## config.mk

```make
export PLATFORM = sky130hd
export DESIGN_NAME = fetch_queue_unit_flat
export DESIGN_NICKNAME = d
export VERILOG_FILES = /design/src/rtl/fetch_queue_unit_pkg.sv /design/src/rtl/fetch_queue_unit_if.sv /design/src/rtl/fetch_fifo.sv /design/src/rtl/fetch_queue_unit.sv /design/src/flat_wrapper.sv
export SDC_FILE = /design/constraint.sdc
export NUM_CORES = 1
export LEC_CHECK = 0
export ABC_AREA = 1
export CAP_MARGIN = 15
export CORE_MARGIN = 2
export CORE_UTILIZATION = 47
export DETAILED_ROUTE_END_ITERATION = 8
export PLACE_DENSITY = 0.76
export SYNTH_ARGS = -nofsm -noshare
export SYNTH_HDL_FRONTEND = slang
export SYNTH_HIERARCHICAL = 1
export SYNTH_SLANG_ARGS = --single-unit
```

## constraint.sdc

```tcl
create_clock -name clk -period 8.7 [get_ports clk]
set_clock_uncertainty 0.1 [all_clocks]
set_input_delay 1.74 -clock clk [delete_from_list [all_inputs] [get_ports clk]]
set_output_delay 1.74 -clock clk [all_outputs]
set_load 0.02 [all_outputs]
```

## src/rtl/fetch_queue_unit_pkg.sv

```systemverilog
// Shared constants for the fetch queue unit.
// No ports; imported by the interface and the top level.
package fetch_queue_unit_pkg;

    localparam int unsigned INSTR_W          = 32;
    localparam logic [31:0] DEFAULT_RESET_PC = 32'h0040_0020;
    localparam int unsigned PC_STEP          = 4;

endpackage

```

## src/rtl/fetch_queue_unit_if.sv

```systemverilog
// Bus bundle between the fetch queue unit and its environment.
//   imem_*     : instruction memory read port (one-cycle read latency)
//   redirect_* : branch/jump redirect from execute
//   dec_*      : valid/ready drain port toward decode
//   fetch_pc_out : current fetch PC, for observation
// Modport master is the fetch unit side, slave is the environment side.
interface fetch_queue_unit_if
    import fetch_queue_unit_pkg::*;
#(
    parameter int unsigned ADDR_W = 32
);
    logic               imem_req;
    logic [ADDR_W-1:0]  imem_addr;
    logic               imem_rvalid;
    logic [INSTR_W-1:0] imem_rdata;
    logic               redirect_valid;
    logic [ADDR_W-1:0]  redirect_pc;
    logic               dec_valid;
    logic               dec_ready;
    logic [INSTR_W-1:0] dec_instr;
    logic [ADDR_W-1:0]  dec_pc;
    logic [ADDR_W-1:0]  fetch_pc_out;

    modport master (
        output imem_req, imem_addr, dec_valid, dec_instr, dec_pc, fetch_pc_out,
        input  imem_rvalid, imem_rdata, redirect_valid, redirect_pc, dec_ready
    );

    modport slave (
        input  imem_req, imem_addr, dec_valid, dec_instr, dec_pc, fetch_pc_out,
        output imem_rvalid, imem_rdata, redirect_valid, redirect_pc, dec_ready
    );
endinterface

```

## src/rtl/fetch_fifo.sv

```systemverilog
// Circular prefetch FIFO holding {pc, instr} entries.
//   clk, rst   : clock, asynchronous active-high clear
//   flush      : synchronous flush, overrides push and pop
//   push/push_data : write one entry (caller guarantees space)
//   pop        : drop head entry (caller guarantees non-empty)
//   head_valid/head_data : registered head of queue, zero when empty
//   count      : number of stored entries
module fetch_fifo #(
    parameter int unsigned WIDTH = 64,
    parameter int unsigned DEPTH = 4,
    localparam int unsigned PtrW = $clog2(DEPTH),
    localparam int unsigned CntW = $clog2(DEPTH + 1)
) (
    input  logic             clk,
    input  logic             rst,
    input  logic             flush,
    input  logic             push,
    input  logic [WIDTH-1:0] push_data,
    input  logic             pop,
    output logic             head_valid,
    output logic [WIDTH-1:0] head_data,
    output logic [CntW-1:0]  count
);
    logic [WIDTH-1:0] mem_q [DEPTH];
    logic [PtrW-1:0]  wr_ptr_q, wr_ptr_d;
    logic [PtrW-1:0]  rd_ptr_q, rd_ptr_d;
    logic [CntW-1:0]  count_q, count_d;

    // Pointers wrap at DEPTH, which need not be a power of two.
    function automatic logic [PtrW-1:0] ptr_inc(input logic [PtrW-1:0] p);
        return (p == PtrW'(DEPTH - 1)) ? '0 : p + 1'b1;
    endfunction

    always_comb begin
        wr_ptr_d = wr_ptr_q;
        rd_ptr_d = rd_ptr_q;
        count_d  = count_q;
        if (flush) begin
            wr_ptr_d = '0;
            rd_ptr_d = '0;
            count_d  = '0;
        end else begin
            if (push) wr_ptr_d = ptr_inc(wr_ptr_q);
            if (pop)  rd_ptr_d = ptr_inc(rd_ptr_q);
            case ({push, pop})
                2'b10:   count_d = count_q + 1'b1;
                2'b01:   count_d = count_q - 1'b1;
                default: count_d = count_q;
            endcase
        end
    end

    always_ff @(posedge clk or posedge rst) begin
        if (rst) begin
            wr_ptr_q <= '0;
            rd_ptr_q <= '0;
            count_q  <= '0;
            for (int i = 0; i < int'(DEPTH); i++) mem_q[i] <= '0;
        end else begin
            wr_ptr_q <= wr_ptr_d;
            rd_ptr_q <= rd_ptr_d;
            count_q  <= count_d;
            if (push && !flush) mem_q[wr_ptr_q] <= push_data;
        end
    end

    assign head_valid = (count_q != '0);
    assign head_data  = head_valid ? mem_q[rd_ptr_q] : '0;
    assign count      = count_q;
endmodule

```

## src/rtl/fetch_queue_unit.sv

```systemverilog
// Decoupled instruction fetch stage with prefetch FIFO.
//   clk      : clock
//   start_up : asynchronous active-high reset
//   bus      : master side of fetch_queue_unit_if (imem read port,
//              redirect input, decode valid/ready port, fetch_pc_out)
// Requests are credit-limited so buffered plus in-flight entries never
// exceed DEPTH; a redirect flushes the FIFO and drops the in-flight response.
module fetch_queue_unit
    import fetch_queue_unit_pkg::*;
#(
    parameter int unsigned        ADDR_W   = 32,
    parameter logic [ADDR_W-1:0]  RESET_PC = DEFAULT_RESET_PC,
    parameter int unsigned        DEPTH    = 4
) (
    input  logic                clk,
    input  logic                start_up,
    fetch_queue_unit_if.master  bus
);
    localparam int unsigned CntW = $clog2(DEPTH + 1);

    logic [ADDR_W-1:0] fetch_pc_q, fetch_pc_d;
    logic [ADDR_W-1:0] req_pc_q, req_pc_d;
    logic              inflight_q, inflight_d;
    logic              kill_q, kill_d;

    logic [CntW-1:0]   count;
    logic [CntW:0]     credits;
    logic              issue, push, pop, head_valid;
    logic [ADDR_W+INSTR_W-1:0] head_data;

    assign credits = {1'b0, count} + (CntW + 1)'(inflight_q);
    assign issue   = !start_up && !bus.redirect_valid && (credits < (CntW + 1)'(DEPTH));
    // A response is only trusted if we actually asked for it last cycle.
    assign push    = bus.imem_rvalid && inflight_q && !kill_q && !bus.redirect_valid;
    assign pop     = head_valid && bus.dec_ready && !bus.redirect_valid;

    always_comb begin
        fetch_pc_d = fetch_pc_q;
        req_pc_d   = req_pc_q;
        inflight_d = 1'b0;
        // Nothing survives a redirect in flight with one-cycle latency.
        kill_d     = 1'b0;
        if (bus.redirect_valid) begin
            fetch_pc_d = bus.redirect_pc & {{(ADDR_W - 2){1'b1}}, 2'b00};
        end else if (issue) begin
            fetch_pc_d = fetch_pc_q + ADDR_W'(PC_STEP);
            req_pc_d   = fetch_pc_q;
            inflight_d = 1'b1;
        end
    end

    always_ff @(posedge clk or posedge start_up) begin
        if (start_up) begin
            fetch_pc_q <= RESET_PC;
            req_pc_q   <= '0;
            inflight_q <= 1'b0;
            kill_q     <= 1'b0;
        end else begin
            fetch_pc_q <= fetch_pc_d;
            req_pc_q   <= req_pc_d;
            inflight_q <= inflight_d;
            kill_q     <= kill_d;
        end
    end

    fetch_fifo #(
        .WIDTH (ADDR_W + INSTR_W),
        .DEPTH (DEPTH)
    ) u_fifo (
        .clk        (clk),
        .rst        (start_up),
        .flush      (bus.redirect_valid),
        .push       (push),
        .push_data  ({req_pc_q, bus.imem_rdata}),
        .pop        (pop),
        .head_valid (head_valid),
        .head_data  (head_data),
        .count      (count)
    );

    assign bus.imem_req     = issue;
    assign bus.imem_addr    = fetch_pc_q;
    assign bus.fetch_pc_out = fetch_pc_q;
    assign bus.dec_valid    = head_valid;
    assign bus.dec_pc       = head_data[ADDR_W+INSTR_W-1:INSTR_W];
    assign bus.dec_instr    = head_data[INSTR_W-1:0];
endmodule

```

## src/flat_wrapper.sv

```systemverilog
// flat-port wrapper written by rule: the top's interface ports become plain ports
module fetch_queue_unit_flat import fetch_queue_unit_pkg::*;
#(
    parameter int unsigned        ADDR_W   = 32,
    parameter logic [ADDR_W-1:0]  RESET_PC = DEFAULT_RESET_PC,
    parameter int unsigned        DEPTH    = 4
)
  (clk, start_up, bus_imem_req, bus_imem_addr, bus_dec_valid, bus_dec_instr, bus_dec_pc, bus_fetch_pc_out, bus_imem_rvalid, bus_imem_rdata, bus_redirect_valid, bus_redirect_pc, bus_dec_ready);
  fetch_queue_unit_if #(.ADDR_W(ADDR_W)) bus_i ();
  input  logic clk;
  input  logic start_up;
  output wire logic [$bits(bus_i.imem_req)-1:0] bus_imem_req;
  output wire logic [$bits(bus_i.imem_addr)-1:0] bus_imem_addr;
  output wire logic [$bits(bus_i.dec_valid)-1:0] bus_dec_valid;
  output wire logic [$bits(bus_i.dec_instr)-1:0] bus_dec_instr;
  output wire logic [$bits(bus_i.dec_pc)-1:0] bus_dec_pc;
  output wire logic [$bits(bus_i.fetch_pc_out)-1:0] bus_fetch_pc_out;
  input wire logic [$bits(bus_i.imem_rvalid)-1:0] bus_imem_rvalid;
  input wire logic [$bits(bus_i.imem_rdata)-1:0] bus_imem_rdata;
  input wire logic [$bits(bus_i.redirect_valid)-1:0] bus_redirect_valid;
  input wire logic [$bits(bus_i.redirect_pc)-1:0] bus_redirect_pc;
  input wire logic [$bits(bus_i.dec_ready)-1:0] bus_dec_ready;
  assign bus_imem_req = bus_i.imem_req;
  assign bus_imem_addr = bus_i.imem_addr;
  assign bus_dec_valid = bus_i.dec_valid;
  assign bus_dec_instr = bus_i.dec_instr;
  assign bus_dec_pc = bus_i.dec_pc;
  assign bus_fetch_pc_out = bus_i.fetch_pc_out;
  assign bus_i.imem_rvalid = bus_imem_rvalid;
  assign bus_i.imem_rdata = bus_imem_rdata;
  assign bus_i.redirect_valid = bus_redirect_valid;
  assign bus_i.redirect_pc = bus_redirect_pc;
  assign bus_i.dec_ready = bus_dec_ready;
  fetch_queue_unit #(.ADDR_W(ADDR_W), .RESET_PC(RESET_PC), .DEPTH(DEPTH)) u_core (.clk(clk), .start_up(start_up), .bus(bus_i));
endmodule
```

# ---- Word level (Yosys, flattened, before mapping)
# Index checks and enable logic that the tools add are counted.
dict set report totals {
  regBits 328
  latchBits 0
  ramBits 0
  rom_bits 0
  input_bits 69
  elab_cells 62
  n_memories 0
}
dict set report classes {
  n_addsub 6
  multipliers 0
  div_mod_pow 0
  magnitude_cmp 4
  eq_ne 4
  shifts 0
  mux 19
  bitwise_logic 3
  reduce_logical 16
}
# operator n
set op_table {}
lappend op_table {{$bwmux 256} 1}
lappend op_table {{$mux 64} 4}
lappend op_table {{$bmux 64 s2} 1}
lappend op_table {{$demux 64 s2} 1}
lappend op_table {{$mux 32} 2}
lappend op_table {{$add 32x3->32 const B} 1}
lappend op_table {{$mux 2} 6}
lappend op_table {{$logic_and 1x1->1} 8}
lappend op_table {{$eq 2x2->1 const B} 3}
lappend op_table {{$ge 3x3->1 const B} 2}
lappend op_table {{$not 2->3} 2}
lappend op_table {{$pmux 3 s2} 1}
lappend op_table {{$reduce_bool 2->1} 3}
lappend op_table {{$reduce_bool 3->1} 2}
lappend op_table {{$add 2x1->2 const B} 2}
lappend op_table {{$add 3x1->4} 1}
lappend op_table {{$lt 4x3->1 const B} 1}
lappend op_table {{$add 3x1->3 const B} 1}
lappend op_table {{$lt 3x1->1 const B} 1}
lappend op_table {{$mux 3} 1}
lappend op_table {{$sub 3x1->3 const B} 1}
lappend op_table {{$eq 2x1->1 const B} 1}
lappend op_table {{$logic_not 1->1} 2}
lappend op_table {{$mux 1} 2}
lappend op_table {{2 further kinds} 2}

# ---- Depth between registers and ports, before layout
dict set report logic_depth {
  depth_word 6
  depth_mapped 16
  depth_no_buf 14
}

# ---- Cells and area by module
# Netlist, hierarchy kept.
# module n_inst cells_each area_per_inst_um2 seq_area_each_um2
set modules_own_cells {}
lappend modules_own_cells {fetch_fifo 1 1702 12583.3 6581.3}
lappend modules_own_cells {fetch_queue_unit 1 467 3497.1 1529.0}

# ---- Worst setup path before layout
# OpenSTA, ideal clock, no wires.
dict set report synth_timing {
  kind {input-to-output}
  startpoint {input port bus_redirect_valid}
  endpoint {output port bus_imem_req}
  arrival_time_ps 2482
  slack_ps 4378
  path_stages 5
  path_buffers 2
  cell_sequence {buf_4 -> nor2_4 -> nand3_4 -> clkbuf_1 -> inv_1}
}
dict set report synth_via {
  elab_chain_cells 3
}
# item line_no
set synth_lines {}
lappend synth_lines {{start, declared} flat_wrapper.sv:20} ;# input wire logic [$bits(bus_i.redirect_valid)-1:0] bus_redirect_valid;
lappend synth_lines {{$logic_not 1->1} fetch_queue_unit.sv:32} ;# assign issue = !start_up && !bus.redirect_valid && (credits < (CntW + 1)'(DEPTH));
lappend synth_lines {{$logic_and 1x1->1 (2 in a row)} fetch_queue_unit.sv:32}
lappend synth_lines {{end, declared} flat_wrapper.sv:12} ;# output wire logic [$bits(bus_i.imem_req)-1:0] bus_imem_req;
# No other way between the ends.

# ---- Worst setup path after layout
# Ends and elaborated chain as after synthesis.

==> results summary <==
Across the run, the number of max-cap violations was 0. The run finished with clean final reports. The count of non-filler cells in the finished layout came out at 2,742.

The timing-limited maximum frequency came out at 0.175 GHz. The number of cells on the worst reg-to-reg path is 14. In this run the remaining antenna-violating nets after routing total 0.

Of the post-synthesis cell area, the part taken by muxes is 0. The global router's overall resource usage came out at 0.220. The total number of nets in the final design came out at 2,342. In this run the power density over the cells is around 200 nW/um^2. Of the total synthesized cell area, the portion taken by full adders, half adders and majority gates is 0.00591.

The area added between synthesis and finish is 19.2%. The first detailed-routing pass took 5 iterations. The mean post-synth cell area is approximately 7.4 um^2.

STA classifies the critical path endpoint as an output port. Once layout is complete, the utilization of the core stands at 0.570. Data on the critical path arrives at its endpoint at around 3900 ps. The worst hold path terminates at u_core/req_pc_q[7]. The total standard cell area after synthesis is 16,100 um^2.

The post-synthesis simple-gate area fraction is 0.256. In this run, the number of DRC markers left after iteration 0 of detailed routing was 956. The initial cell density of the core is 0.478. The slew at the pin closest to its max-slew limit is just over 1000 ps. The met2 global-route usage came out at 0.361. The count of flip-flops with a built-in enable after synthesis is 0. The total DRC errors in the routed layout is 0. Once placement finished, the instance area stood at 17,900 um^2. The required time at the worst-slack endpoint came out at ~7000 ps. For met1 alone, demand over resource in global routing was 0.304. In this run the most critical hold path is launched from u_core/req_pc_q[7].

The post-route minimum period came out at 5700 ps. The count of pins on the block boundary is around 200. The largest buffer count on any clock path is 3. STA classifies the critical path startpoint as a primary input. The primary flip-flop cell chosen by synthesis mapping is sky130_fd_sc_hd__dfrtp_1. The total instance count after detailed placement came out at roughly 2,700.

After legalization and detailed placement, the total HPWL measured approximately 23 mm. Dividing the final minimum period by the clock period gives 0.656. The number of antenna diodes in the final layout is 0. The number of buffers added for setup after CTS came out at 0. The initial antenna violation count came out at 0. The hold path depth came out at 2. TritonCTS built the clock tree. The worst register-to-register path ends at u_core/u_fifo/count[2].

The xor and xnor area share after synthesis came out at 0.00109. The number of sinks handled by clock tree synthesis came out at approximately 320. Setup repair after global routing left no endpoint under its margin. The final-layout setup total negative slack is 0 ps. Of the post-synthesis cell area, the dominant cell type holds 0.501. The congestion estimate from routability-driven global placement came to ~0.83. Synthesis inferred about 320 register bits.

The average detailed-routed wire length per instance came out at between 10 and 15 um. The setup violation total in the final timing report came out at 0. The critical path is of the in -> out type. The largest driver fanout on the critical path is 55. The total via count in the routed design is around 14,000.

The number of cells produced by synthesis is roughly 2,200. After synthesis, the largest family of logic cells by area is simple AND/OR/NAND/NOR gates. The final-report max-slew violation count came out at 0. The die is 189 um wide. The commonest cells after synthesis are sky130_fd_sc_hd__nand2_1, sky130_fd_sc_hd__nor2_1, sky130_fd_sc_hd__dfrtp_1. In this run the critical register-to-register path is launched from u_core/u_fifo/count[2]. The H-tree generated during clock tree synthesis spans 2 levels. The via count normalized by instance count came out at ~5. The count of endpoints failing hold in the final timing report came out at 0. The number of input and output port buffers inserted is 192. The warning count from the yosys run came out at 6.

By area the synthesized netlist is led by sky130_fd_sc_hd__dfrtp_1, sky130_fd_sc_hd__nand2_1, sky130_fd_sc_hd__o21ai_0. The via count of the first global-routing pass is about 13,000. The register clock-pin slew on the reported worst setup and hold paths is 60 ps. The share of async-settable or async-resettable flops after synthesis came out at 1.00. At the later pin of the worst-skew pair, clock insertion delay measures between 500 and 600 ps. The area enclosed by the die boundary came out at 35,700 um^2. The global routing stage identified its most utilized layer as met2. The worst slew margin relative to its limit came out at 0.314. The first global-routing pass estimated 65.1 mm of wire. The worst register-to-register path has a setup slack of 6000 ps.

The hold buffer count at cts is 0. Once the clock tree was built, the resizer swapped 0 gates to a different size. The distinct cell type count of the synthesized netlist came out at 31.

Of all cell types, the one taking the most synthesized area is sky130_fd_sc_hd__dfrtp_1. The sequential area share after synthesis came out at 0.504. Entering global routing, the biggest net connects between 100 and 150 pins. The path class of the tightest hold or removal check is reg -> reg. The post-layout instance area is about 19,000 um^2.

The analysis attributes to cell leakage a power of 8.45 nW. By instance count, the leading cell after synthesis is sky130_fd_sc_hd__nand2_1. At the placement stage, the worst setup path has a slack of around 3000 ps. The worst IR drop on VDD is roughly 0.11 mV. The overflow left after global routing is 0. The worst path meets setup with approximately 3000 ps of slack. The clock buffer count from CTS came out at 36. The die outline height came out at 189 um. For met3 alone, demand over resource in global routing was 0.0343.

The post-synthesis compound-gate area fraction is 0.121. Of the cells placed in the final design, the portion with a size suffix greater than 1 is 0.0440. The core outline area came out at around 34,000 um^2. The standard-cell row count is 67. The tree is rooted in a sky130_fd_sc_hd__clkbuf_16. The routed wire length is a little under 40 mm.
[sequential cells by signal, indices dropped and copies added, names as in the netlist]
| register | count |
|---|---|
| u_core/u_fifo/mem_q | 256 |
| u_core/u_fifo/count | 3 |
| u_core/u_fifo/rd_ptr_q | 2 |
| u_core/u_fifo/wr_ptr_q | 2 |
| u_core/inflight_q | 1 |
| u_core/bus.fetch_pc_out | 30 |
| u_core/req_pc_q | 30 |
[layout by cell type, fill, tap and decap left out, drive strengths merged, types with 8 or more instances in the layout]
master	Yosys	layout
clkbuf	37	50
a22oi	22	22
nor2	363	363
dfrtp	322	322
clkdlybuf4s50	0	192
inv	247	248
nand2	635	635
nand3	55	55
buf	117	16
a21oi	66	66
clkinv	1	8
o21ai	278	278
[area by class of cell]
class	instances	area, um^2
fillers	2996	14400
flip-flops and latches	324	8120
multi-input cells	1448	6240
repair buffers	208	2050
clock buffers	50	1050
inverters	248	936
well taps	448	561
clock inverters	16	218
[where the power goes]
| part | internal (mW) | leakage [nW] | switching [mW] |
|---|---|---|---|
| combinational | 0.212 | 3.51 | 0.312 |
| clock | 0.999 | 0.627 | 0.606 |
| sequential | 1.64 | 4.31 | 0.0967 |
[per-layer routing]
layer	vias to the layer above	share of wire
li1	6841	-
met1	6376	0.45
met2	467	0.46
met3	62	0.065
met4	0	0.018
met5	-	0
[worst max path at each step]
stage                             startpoint                endpoint  slack [ps]  cells after the start
after global routing      bus_redirect_valid            bus_imem_req        2830                      6
after floorplan                     start_up  u_core/u_fifo/count[0]        3390                      1
final                     bus_redirect_valid            bus_imem_req        3000                      6
after detailed placement  bus_redirect_valid            bus_imem_req        2970                      6
after CTS                 bus_redirect_valid            bus_imem_req        2970                      6
after global placement    bus_redirect_valid            bus_imem_req        2980                      6
[metrics by stage]
stage                     total power [mW]  hold WS, ps
after detailed placement              2.28          373
after global routing                  4.06          402
final                                 3.86          382
after floorplan                       2.10          349
after global placement                2.26          365
after CTS                             3.90          387
[kinds of logic (layout without fill, tap and decap cells)]
logic type	Yosys count	count (layout)
AOI/OAI and AO/OA	373	373
xor gates and xnor gates	2	2
adders and majority gates	7	7
buffers and inverters	402	522
DFF	324	324
other	1	6
and+or+nand+nor	1060	1060
[worst max-delay path: stages]
cell                              delay (ps)
sky130_fd_sc_hd__clkdlybuf4s50_1         400
sky130_fd_sc_hd__buf_4                   260
sky130_fd_sc_hd__nor2_4                  170
sky130_fd_sc_hd__nand3_4                 460
sky130_fd_sc_hd__inv_1                   180
sky130_fd_sc_hd__clkdlybuf4s50_1         620
Note: power is estimated with default switching activity, not from simulation.
